File: config.mk
export PLATFORM = sky130hd
export DESIGN_NAME = bf_tape_pointer
export DESIGN_NICKNAME = d
export VERILOG_FILES = /design/src/rtl/bf_tape_pointer.sv
export SDC_FILE = /design/constraint.sdc
export NUM_CORES = 1
export LEC_CHECK = 0
export ABC_AREA = 1
export BUFFER_PORTS_ARGS = -buffer_cell sky130_fd_sc_hd__buf_2
export CAP_MARGIN = 40
export CORE_AREA = 2 2 138 140
export CTS_CLUSTER_DIAMETER = 40
export DETAILED_ROUTE_END_ITERATION = 16
export DIE_AREA = 0 0 140 142
export GPL_TIMING_DRIVEN = 0
export MAX_ROUTING_LAYER = met4
export PLACE_DENSITY = 0.51
export SLEW_MARGIN = 20
export SYNTH_ARGS = -nofsm -noshare
export SYNTH_HDL_FRONTEND = slang
export SYNTH_SLANG_ARGS = --single-unit
File: constraint.sdc
create_clock -name clk -period 3.5 [get_ports clk]
set_input_delay 0.175 -clock clk [delete_from_list [all_inputs] [get_ports clk]]
set_output_delay 0.175 -clock clk [all_outputs]
set_load 0.005 [all_outputs]
File: src/rtl/bf_tape_pointer.sv
// Data-tape cell pointer: single/multi-step moves with wrap or saturate, direct loads, save/restore stack.
// One-cycle latency on every output; no backpressure, one command accepted per enabled cycle.
module bf_tape_pointer #(
  parameter int ADDR_W  = 10,
  parameter int DEPTH   = 1000,
  parameter int STEP_W  = 4,
  parameter int STACK_D = 8,
  parameter int WRAP    = 1
) (
  input  logic                             clk,
  input  logic                             rst_n,
  input  logic                             en,
  input  logic                             inc,
  input  logic                             dec,
  input  logic [STEP_W-1:0]                step,
  input  logic                             load,
  input  logic [ADDR_W-1:0]                load_addr,
  input  logic                             push,
  input  logic                             pop,
  input  logic                             err_clr,
  output logic [ADDR_W-1:0]                ADR,
  output logic                             wrapped,
  output logic                             err,
  output logic [$clog2(STACK_D+1)-1:0]     stk_cnt,
  output logic                             stk_full,
  output logic                             stk_empty
);

  localparam int CNT_W = $clog2(STACK_D + 1);
  localparam int IDX_W = (STACK_D > 1) ? $clog2(STACK_D) : 1;
  localparam logic [ADDR_W:0] DEPTH_X = (ADDR_W + 1)'(DEPTH);
  localparam logic [ADDR_W:0] LAST_X  = (ADDR_W + 1)'(DEPTH - 1);

  logic [ADDR_W-1:0] stack_mem [STACK_D];

  logic [ADDR_W:0]   adr_x, s_x, s_red, sum_x, sum_red;
  logic [ADDR_W-1:0] adr_nxt;
  logic [CNT_W-1:0]  cnt_nxt;
  logic [IDX_W-1:0]  wr_idx, rd_idx;
  logic              wr_en, wrap_nxt, err_set;

  // One extra bit of headroom: ADR + s never exceeds 2**(ADDR_W+1)-1.
  assign adr_x   = {1'b0, ADR};
  assign s_x     = (step == '0) ? (ADDR_W + 1)'(1) : (ADDR_W + 1)'(step);
  assign s_red   = s_x % DEPTH_X;
  assign sum_x   = adr_x + s_x;
  assign sum_red = adr_x + s_red;

  assign wr_idx    = IDX_W'(stk_cnt);
  assign rd_idx    = IDX_W'(stk_cnt - CNT_W'(1));
  assign stk_full  = (stk_cnt == CNT_W'(STACK_D));
  assign stk_empty = (stk_cnt == '0);

  always_comb begin
    adr_nxt  = ADR;
    cnt_nxt  = stk_cnt;
    wr_en    = 1'b0;
    wrap_nxt = 1'b0;
    err_set  = 1'b0;
    if (en) begin
      if (load) begin
        if ({1'b0, load_addr} < DEPTH_X) adr_nxt = load_addr;
        else                             err_set = 1'b1;
      end else if (pop) begin
        if (!stk_empty) begin
          adr_nxt = stack_mem[rd_idx];
          cnt_nxt = stk_cnt - CNT_W'(1);
        end else begin
          err_set = 1'b1;
        end
      end else if (inc ^ dec) begin
        if (inc) begin
          if (WRAP != 0) begin
            wrap_nxt = (sum_x >= DEPTH_X);
            adr_nxt  = (sum_red >= DEPTH_X) ? ADDR_W'(sum_red - DEPTH_X) : ADDR_W'(sum_red);
          end else if (sum_x > LAST_X) begin
            adr_nxt = ADDR_W'(LAST_X);
            err_set = 1'b1;
          end else begin
            adr_nxt = ADDR_W'(sum_x);
          end
        end else begin
          if (WRAP != 0) begin
            wrap_nxt = (s_x > adr_x);
            adr_nxt  = (adr_x >= s_red) ? ADDR_W'(adr_x - s_red)
                                        : ADDR_W'(adr_x + DEPTH_X - s_red);
          end else if (s_x > adr_x) begin
            adr_nxt = '0;
            err_set = 1'b1;
          end else begin
            adr_nxt = ADDR_W'(adr_x - s_x);
          end
        end
      end else if (push && !inc && !dec) begin
        // inc=dec=1 still counts as the selected move, so push stays blocked.
        if (!stk_full) begin
          wr_en   = 1'b1;
          cnt_nxt = stk_cnt + CNT_W'(1);
        end else begin
          err_set = 1'b1;
        end
      end
    end
  end

  always_ff @(posedge clk) begin
    if (!rst_n) begin
      ADR     <= '0;
      wrapped <= 1'b0;
      err     <= 1'b0;
      stk_cnt <= '0;
    end else begin
      ADR     <= adr_nxt;
      wrapped <= wrap_nxt;
      stk_cnt <= cnt_nxt;
      err     <= err_set | (err & ~err_clr);
    end
  end

  // Contents are meaningless after reset; only the count needs clearing.
  always_ff @(posedge clk) begin
    if (wr_en) stack_mem[wr_idx] <= ADR;
  end

endmodule

Word level (Yosys, flattened, before mapping). Memory sizes are Yosys's and may differ from the RTL's. Cells that the tools add are included.

Flip-flop bits (word level): 16. RAM bits: 80. Input port bits: 23. Output and inout bits: 18. Word-level logic and storage cells: 75. Memories: 1.

Memories: stack_mem (words 8, width 10, read ports 1, clocked after memory_dff 0, wr ports 1, line 34) `logic [ADDR_W-1:0] stack_mem [STACK_D];`.

$add $sub $neg: 8. Divide/modulo/power cells: 1. Magnitude comparators: 5. Equality and inequality tests: 6. Multiplexer cells: 31. Bitwise gates (word level): 8. Reductions and logical operators: 11.

Operators by type and width (number): $mux W10 (8); $mux W4 (6); $ge A11 B10 Y1 const B (2); $sub A10 B10 Y10 (2); $mux W1 (17); $add A10 B11 Y11 (1); $add A10 B4 Y11 (1); $ge A10 B11 Y1 (1); $mod A11 B10 Y11 const B (1); $add A10 B10 Y10 const B (1); $gt A4 B10 Y1 (1); $lt A10 B10 Y1 const B (1); $sub A10 B10 Y10 const B (1); $logic_not A4 Y1 (2); $ne A2 B2 Y1 const B (3); $reduce_and A6 Y1 (1); $not A1 Y1 (5); $reduce_or A5 Y1 (1); $add A4 B1 Y4 const B (1); $eq A4 B4 Y1 const B (1); $reduce_and A4 Y1 (1); $sub A4 B1 Y4 const B (1); $ne A3 B3 Y1 const B (1); $reduce_bool A3 Y1 (1); 7 further kinds (9).

Longest topological paths before layout. Gate-level depths: netlist of run 1.

Depth after elaboration: 10. Gate-level depth with buffers: 22. Mapped depth without buffers: 22.

Least setup slack after synthesis of run 1. OpenSTA, ideal clock, no wires.

Path kind: reg2reg. From: register stk_cnt[0]. To: memory stack_mem[3][0] (enable). Setup time: 0.390 ns. Arrival: 2.288 ns. Data required time: 3.110 ns. Slack: 0.822 ns. Cell stages (with the launch flop): 10. Path buffers: 2. Path through: dfxtp_1 -> buf_2 -> clkinv_1 -> clkbuf_1 -> ha_1 -> nand2_1 -> nor2_1 -> nor3_1 -> nand2_1 -> nor3_1.

Longest elaborated chain between the ends: 9.

RTL lines: start, declared (line 24) `output logic [$clog2(STACK_D+1)-1:0] stk_cnt,`; start signal, assigned (line 115) `stk_cnt <= cnt_nxt;`; $eq A4 B4 Y1 (line 51) `assign stk_full = (stk_cnt == CNT_W'(STACK_D));`; net stk_full (line 25) `output logic stk_full,`; $mux W1 (line 96) `if (!stk_full) begin`; $mux W1 (line 94) `end else if (push && !inc && !dec) begin`; $mux W1 (line 71) `end else if (inc ^ dec) begin`; $mux W1 (line 64) `end else if (pop) begin`; $mux W1 (line 61) `if (load) begin`; $mux W1 (line 60) `if (en) begin`; $mux W1 (line 122) `if (wr_en) stack_mem[wr_idx] <= ADR;`; $mux W1 (not written as such) (line 122); end, declared (line 34).

The timed path passes the listed nets, and every way through them passes these cells.

Worst setup path after layout of run 1.
From: register stk_cnt[0]. To: register ADR[8].

Longest elaborated chain between the ends: 5. Elaborated cells on any way between the ends: 8.

RTL lines: $sub A4 B1 Y4; $mem_v2 Z8 W10; $mux W10 (line 65) `if (!stk_empty) begin`; $mux W10 (line 64); $mux W10 (line 61); end signal, assigned (line 113) `ADR <= adr_nxt;`; end, declared (line 21) `output logic [ADDR_W-1:0] ADR,`.

Parallel ways exist; a longest one is shown, timed or not. The select of a mux whose other input is x is not followed. A chain may end at the register's enable or synchronous reset.

==> results.cfg, run 1 <==
[yosys]
syn_avg_cell_area_um2 = 9.122
synth_top_area_share = 0.4397
synthesis.area_um2 = 5464
synth-main-ff-cell = edfxtp_1
synthCells = 599
yosysTopAreaCell = edfxtp_1
yosys_warnings = 0
yosysMostFrequentCell = nand2_1
synth-seq-cells = 96
synth_area_leaders = edfxtp_1, nand2_1, o21ai_0
syn-num-nets = 651
async_flop_share = 0
seq_area_frac_synth = 0.4983
yosys.cell_types.count = 47
synth_edf_count = 80
synth_common_cells = nand2_1, edfxtp_1, nor2_1

[outcome]
status = complete, but fails checks
violations = DRC

[placed_design]
place_area_um2 = 6061
placedCellCount = 880
place_congestion = 0.9294
port_buffers = 39
dp_hpwl_um = 12400

[finish]
fillers = 1900
layout.nets = 708
layout-drive-gt1-share = 0.1831
multi_input_area_um2 = 2456
seq_area_um2 = 2725
stdcell_count = 895
antenna_cells = 0
stdcell_area_um2 = 6386
syn_to_final_growth_pct = 16.88

[sta]
fin_crit_ns = 3.227
max_slew_margin = 0.5229
period_share = 0.9221
finalClockSkew_ns = 0.008890
maxSlewViolCount = 0
worst_pin_slew_ns = 0.7148
hold_viol = 0
fmax_mhz = 309.9
finalSetupViolCount = 0
hold_ws_ns = 0.08129
rsz0062_at_grt = yes

[cts]
h-tree-depth = 3
numClockSinks = 96
cts_inserted_buffers = 9
cts_buffer_depth = 2
clkLatencyLatePin_ns = 0.34
hold_buffers = 0
clkTransAtPathRegs_ns = 0.07
cts_tree = yes
clockRootBuffer = clkbuf_16

[drt]
drt_iter0_markers = 298
via_count = 4576
first_pass_iters = 11
antenna_left = 0
vias_per_cell = 5.113
wl_per_cell_um = 18.38
wl_um = 16450
remaining_drc_errors = 1

[critical_path]
reg2reg_slack_ns = 0.27
cp_data_required_time_ns = 3.72
critPathLaunchType = flop
crit_chain = buf_2 > clkinv_1 > clkbuf_1 > ha_1 > clkinvlp_4 > o21ai_0 > o22ai_1 > a221oi_1 > nand2_1 > nand2_1 > a21oi_2
reg2reg_to = ADR[8]
r2r_cells = 11
crit_top_cell = nand2_1
reg2reg_from = stk_cnt[0]
path_max_fanout = 19
worstSetupPathType = reg2reg
arrival_ns = 3.45
critical_path.slowest_cell = ha_1
max_stage_delay_ns = 0.50
cp-end-kind = flop

[die]
io_pins = 41
die_w_um = 140
core_um2 = 18460
die_h_um = 142
dieArea_um2 = 19880
rows = 50
start_util = 0.2961

[pwr]
switchingPower_w = 0.0008580
p_leak_nw = 2.486
ir_drop_uv = 228.6
power.density_nw_per_um2 = 461.9
p_int_w = 0.002092
pwr-share-comb = 0.204
sw_frac_of_total = 0.2909
seq_power_share = 0.447
power.share.clock = 0.349

[global_routing]
gr-total-overflow = 0
grt_first_pass_wirelength_um = 25960
grt_pass1_vias = 4584
grt_start_max_net_pins = 17
grt.total_usage = 0.1772
antenna_found_initial = 0

[worst_hold_path]
holdPathEnd = err
min_path_cells = 4
holdCritPathClass = in2reg
hp-start = err_clr

[flow_run]
maxCapViolations = 0
==> layout make-up <==
cell class,count,share of cell area
multi-input combinational,424,0.3846
clock buffer,10,0.03585
inverter,59,0.03527
clock inverter,6,0.01313
tap,234,0.04585
sequential,96,0.4267
buffer,19,0.01450
timing repair buffer,47,0.04408
==> power by group through the flow <==
stage	Clock [W]	Combinational, W	Sequential, W
floorplan	0	0.000409	0.00132
global placement	0	0.000591	0.00134
detailed placement	0	0.000600	0.00134
CTS	0.00105	0.000603	0.00132
global route	0.00109	0.000678	0.00132
finish	0.00103	0.000601	0.00132
==> sequential cells by signal (all words and copies together) (netlist names) <==
signal	count
ADR	10
err	1
stack_mem	80
stk_cnt	4
wrapped	1
==> worst max-delay path by stage <==
stage | startpoint | end | slack, ns | cells after the start
6_report | stk_cnt[0] | ADR[8] | 0.27 | 11
5_1_grt | stk_cnt[0] | stack_mem[3][6] | -0.04 | 10
4_1_cts | stk_cnt[0] | ADR[7] | 0.07 | 12
3_5_place_dp | stk_cnt[0] | ADR[7] | 0.1 | 12
3_3_place_gp | stk_cnt[0] | stack_mem[4][9] | -0.52 | 9
2_1_floorplan | stk_cnt[0] | stack_mem[3][0] | 0.82 | 9
==> cells in the final DEF (no fill, tap or decap), types with 3 or more instances in the layout <==
cell type and count:
buf_6 8, nand2_2 10, xnor2_1 4, fa_1 5
nor2_2 5, o211ai_1 4, clkinv_1 4, a31oi_1 3
inv_1 45, nand3_1 29, nand4_1 12, edfxtp_1 80
clkbuf_1 11, buf_2 43, nor3_1 5, nor3_2 4
inv_2 9, clkinv_2 3, ha_1 24, a21oi_2 4
a221oi_1 3, o22ai_1 17, clkbuf_16 9, nand2_1 91
o21ai_0 66, nor2_1 72, xor2_1 4, dfxtp_1 14
nand3_2 3, a21oi_1 32, nor2_4 5
==> what timing repair did <==
item | 4_1_cts | 5_1_grt
setup endpoints to repair | 0 | 18
setup buffers | 0 | 0
resized for setup | 0 | 7
==> metal layers <==
| metal | part of all wire | vias up | GRT usage |
|---|---|---|---|
| met2 | 0.50 | 116 | 0.3010 |
| met3 | 0.040 | 12 | 0.02288 |
| li1 | - | 2211 | - |
| met4 | 0.0089 | 0 | 0.04359 |
| met1 | 0.45 | 2237 | 0.2268 |
| met5 | 0 | - | - |
==> stage by stage <==
stage	setup slack (ns)	util	total power [W]	TNS [ns]
floorplan	0.8220	-	0.001729	0
CTS	0.06907	0.3454	0.002968	0
global route	-0.04225	0.3460	0.003096	-0.3236
global placement	-0.5171	0.3225	0.001933	-18.07
detailed placement	0.09510	0.3284	0.001944	0
finish	0.2727	0.3460	0.002950	0
==> cells by family (layout without fill, tap and decap cells) <==
kind of cell	Yosys count	after routing	share of synthesized area
compound gates	142	142	0.1482
xor+xnor	8	8	0.01282
fa+ha+maj	29	29	0.07328
buf+inv	79	141	0.05793
flops	96	96	0.4983
simple gates	245	245	0.2095
==> critical path: cells and delay by family (launching register included) <==
| kind | cells | cell delay (ns) |
|---|---|---|
| adders and majority gates | 1 | 0.50 |
| AOI/OAI and AO/OA | 4 | 0.85 |
| and+or+nand+nor | 2 | 0.22 |
| buffers and inverters | 4 | 1.13 |
| DFF | 1 | 0.40 |
Note: power is estimated with default switching activity, not from simulation.
==> inputs of run 2 (changes only) <==
--- a/config.mk
+++ b/config.mk
@@ -5,16 +5,16 @@
 export SDC_FILE = /design/constraint.sdc
 export NUM_CORES = 1
 export LEC_CHECK = 0
-export ABC_AREA = 1
 export BUFFER_PORTS_ARGS = -buffer_cell sky130_fd_sc_hd__buf_2
 export CAP_MARGIN = 40
-export CORE_AREA = 2 2 138 140
+export CORE_AREA = 2 2 137 139
 export CTS_CLUSTER_DIAMETER = 40
 export DETAILED_ROUTE_END_ITERATION = 16
-export DIE_AREA = 0 0 140 142
+export DIE_AREA = 0 0 139 141
 export GPL_TIMING_DRIVEN = 0
 export MAX_ROUTING_LAYER = met4
 export PLACE_DENSITY = 0.51
+export RECOVER_POWER = 50
 export SLEW_MARGIN = 20
 export SYNTH_ARGS = -nofsm -noshare
 export SYNTH_HDL_FRONTEND = slang
==> constraint.sdc (replaced) <==
create_clock -name clk -period 3.5 [get_ports clk]
set_input_delay 0.175 -clock clk [delete_from_list [all_inputs] [get_ports clk]]
set_output_delay 0.175 -clock clk [all_outputs]
set_load 0.01 [all_outputs]
==> run 2 against run 1 <==
  * The run now ends clean
  * Cell count down 18%
  * Fmax shrank 2.5%
  * Sequential power about the same
  * Critical path type unchanged
  * Sequential cell count unchanged
  * Cell area is 3.0% lower
  * Sequential share of layout area grew 1.4 points
  * Power decreased by 6.3%
  * Largest power group unchanged
  * Utilization decreased by 0.69 points
  * Setup slack worse by 0.082 ns
  * Global-route usage decreased by 2.9 points
  * Clock power is 10% lower
==> results.cfg, run 2 <==
[outcome]
status = finished clean

[sta]
period_share = 0.9455
finalSetupViolCount = 0
maxSlewViolCount = 0
finalClockSkew_ns = 0.009672
worst_pin_slew_ns = 0.7533
max_slew_margin = 0.4951
fmax_mhz = 302.2
rsz0062_at_grt = no
hold_viol = 0
fin_crit_ns = 3.309

[drt]
wl_per_cell_um = 18.88
first_pass_iters = 4
via_count = 3693
antenna_left = 0
wl_um = 13800
remaining_drc_errors = 0
drt_iter0_markers = 264
vias_per_cell = 5.052

[critical_path]
cp-end-kind = flop
startpoint = ADR[3]
reg2reg_from = ADR[3]
cp_data_required_time_ns = 3.75
crit_buf_inv = 3
cp_top_family = compound AO/OA/AOI/OAI gates
critical_path.slowest_cell = dfxtp_2
path_max_fanout = 14
max_stage_delay_ns = 0.56
crit_top_cell = inv_1
worstSetupPathType = reg2reg
arrival_ns = 3.56
crit_chain = inv_1 > ha_1 > inv_1 > a2bb2oi_2 > xnor2_1 > inv_1 > ha_1 > o41ai_2 > a221o_1 > a32o_2 > and3_4 > a2111oi_4
critPathLaunchType = flop

[yosys]
synth_fa_ha_area_frac = 0.07478
syn_avg_cell_area_um2 = 12.31
yosysMostFrequentCell = edfxtp_1
synth_top_area_share = 0.4487
async_flop_share = 0
seq_area_frac_synth = 0.5085
synth_area_leaders = edfxtp_1, mux4_2, dfxtp_1
yosys.cell_types.count = 69
synth_edf_count = 80
synth-main-ff-cell = edfxtp_1
synthesis.area_um2 = 5354
synth-compound-area-share = 0.1225
synth-seq-cells = 96
synth_common_cells = edfxtp_1, nor2_1, inv_1
muxShareOfSynthArea = 0.1129
synthCells = 435
synth-simple-area-share = 0.1131
syn-num-nets = 487
synth_xor_area_frac = 0.02898
synth_top_family_by_area = compound AO/OA/AOI/OAI gates
yosys_warnings = 0
yosysTopAreaCell = edfxtp_1

[cts]
cts_tree = yes
clockRootBuffer = clkbuf_16
cts_setup_buffers = 0
clkLatencyLatePin_ns = 0.34
cts_inserted_buffers = 9
numClockSinks = 96
hold_buffers = 0
clkTransAtPathRegs_ns = 0.07
h-tree-depth = 3
cts_buffer_depth = 2

[finish]
multi_input_area_um2 = 2442
reg_top3 = stack_mem x80, ADR x10, stk_cnt x4
syn_to_final_growth_pct = 15.73
stdcell_count = 731
fillers = 1868
layout.nets = 544
final_common_cell = edfxtp_1
seq_area_um2 = 2728
largest-register = stack_mem
largest_register_ffs = 80
layout-drive-gt1-share = 0.1992
final_cell_mix = edfxtp_1, nor2_1, clkbuf_1, inv_1, buf_2
utilization = 0.3392
stdcell_area_um2 = 6196
antenna_cells = 0

[die]
dieArea_um2 = 19600
io_pins = 41
rows = 50
core_um2 = 18270
die_w_um = 139
start_util = 0.2931
die_h_um = 141

[pwr]
sw_frac_of_total = 0.2864
power.share.clock = 0.335
seq_power_share = 0.474
power.density_nw_per_um2 = 446.1
p_leak_nw = 2.188
ir_drop_uv = 234.4
pwr-share-comb = 0.191
switchingPower_w = 0.0007916
p_int_w = 0.001972

[placed_design]
place_area_um2 = 5913
port_buffers = 39
dp_hpwl_um = 10490
placedCellCount = 715
place_congestion = 0.8681

[global_routing]
gr-total-overflow = 0
antenna_found_initial = 0
grt_start_max_net_pins = 18
grt.total_usage = 0.1486
grt_pass1_vias = 3815
grt_first_pass_wirelength_um = 21780

[flow_run]
maxCapViolations = 0

[worst_hold_path]
holdCritPathClass = in2reg
hp-start = load_addr[1]
-- run 2: cell count changes after synthesis, sizes merged, moves of 8 or more --
cell    change
a21oi      -15
and3        +8
inv        -29
mux2i      +12
mux4       +20
nand2      -81
nand2b      +8
nand3      -25
nor2       -50
nor2b       +8
o21ai      -51
o22ai      -16
-- run 2: path summary, 6_finish.rpt --
path,depth (start not counted),endpoint,slack [ns]
max,12,ADR[3],0.19
min,3,ADR[1],0.12
max reg2reg,12,ADR[3],0.19
min reg2reg,2,err,0.49
-- run 2: tightest hold or removal path, cell delays in order --
cell and delay [ns]:
buf_2 0.11, nand2_1 0.06, a31oi_1 0.08
-- run 2: layer usage --
layer,track usage,wire [um],up-vias,part of all wire
met1,0.1889,6138,1849,0.44
met5,-,0,-,0
met4,0.03030,133,0,0.0096
met2,0.2551,7086,73,0.51
met3,0.02140,441,8,0.032
li1,-,-,1763,-
-- run 2: power groups by stage --
stage | Sequential (W) | Clock, W | Combinational (W)
final | 0.00131 | 0.000926 | 0.000527
after floorplan | 0.00132 | 0 | 0.000366
after detailed placement | 0.00133 | 0 | 0.000526
after global routing | 0.00132 | 0.000983 | 0.000579
after global placement | 0.00133 | 0 | 0.000519
after CTS | 0.00131 | 0.000940 | 0.000532
-- run 2: area by class of cell --
class	count	share of cell area
Buffer	22	0.01797
Clock buffer	10	0.03695
Clock inverter	6	0.008279
Inverter	28	0.01777
Multi-Input combinational cell	289	0.3942
Sequential cell	96	0.4402
Tap cell	234	0.04725
Timing Repair Buffer	46	0.03736
-- run 2: cell families (layout without fill, tap and decap cells) --
logic type | Yosys count | count (layout)
AO/OA/AOI/OAI | 92 | 92
XOR/XNOR | 16 | 16
adder cells (fa/ha/maj) | 29 | 29
buffers and inverters | 50 | 112
flip-flops | 96 | 96
multiplexers | 35 | 35
AND/OR/NAND/NOR | 117 | 117
-- run 2: what timing repair did --
| item | in CTS | in global routing |
|---|---|---|
| gates resized for setup | 6 | 8 |
| hold endpoints to repair | 0 | 0 |
| endpoints found under the setup margin | 78 | 9 |
| pin swaps | 0 | 0 |
-- run 2: through the flow --
step	hold WS (ns)	total power [W]	worst slack, ns	setup TNS (ns)
floorplan	0.3251	0.001685	0.2250	0
global route	0.1346	0.002877	0.01985	0
detailed placement	0.4810	0.001861	-0.9840	-16.38
global placement	0.4641	0.001851	-0.9927	-43.94
finish	0.1244	0.002764	0.1907	0
CTS	0.1193	0.002781	0.07788	0
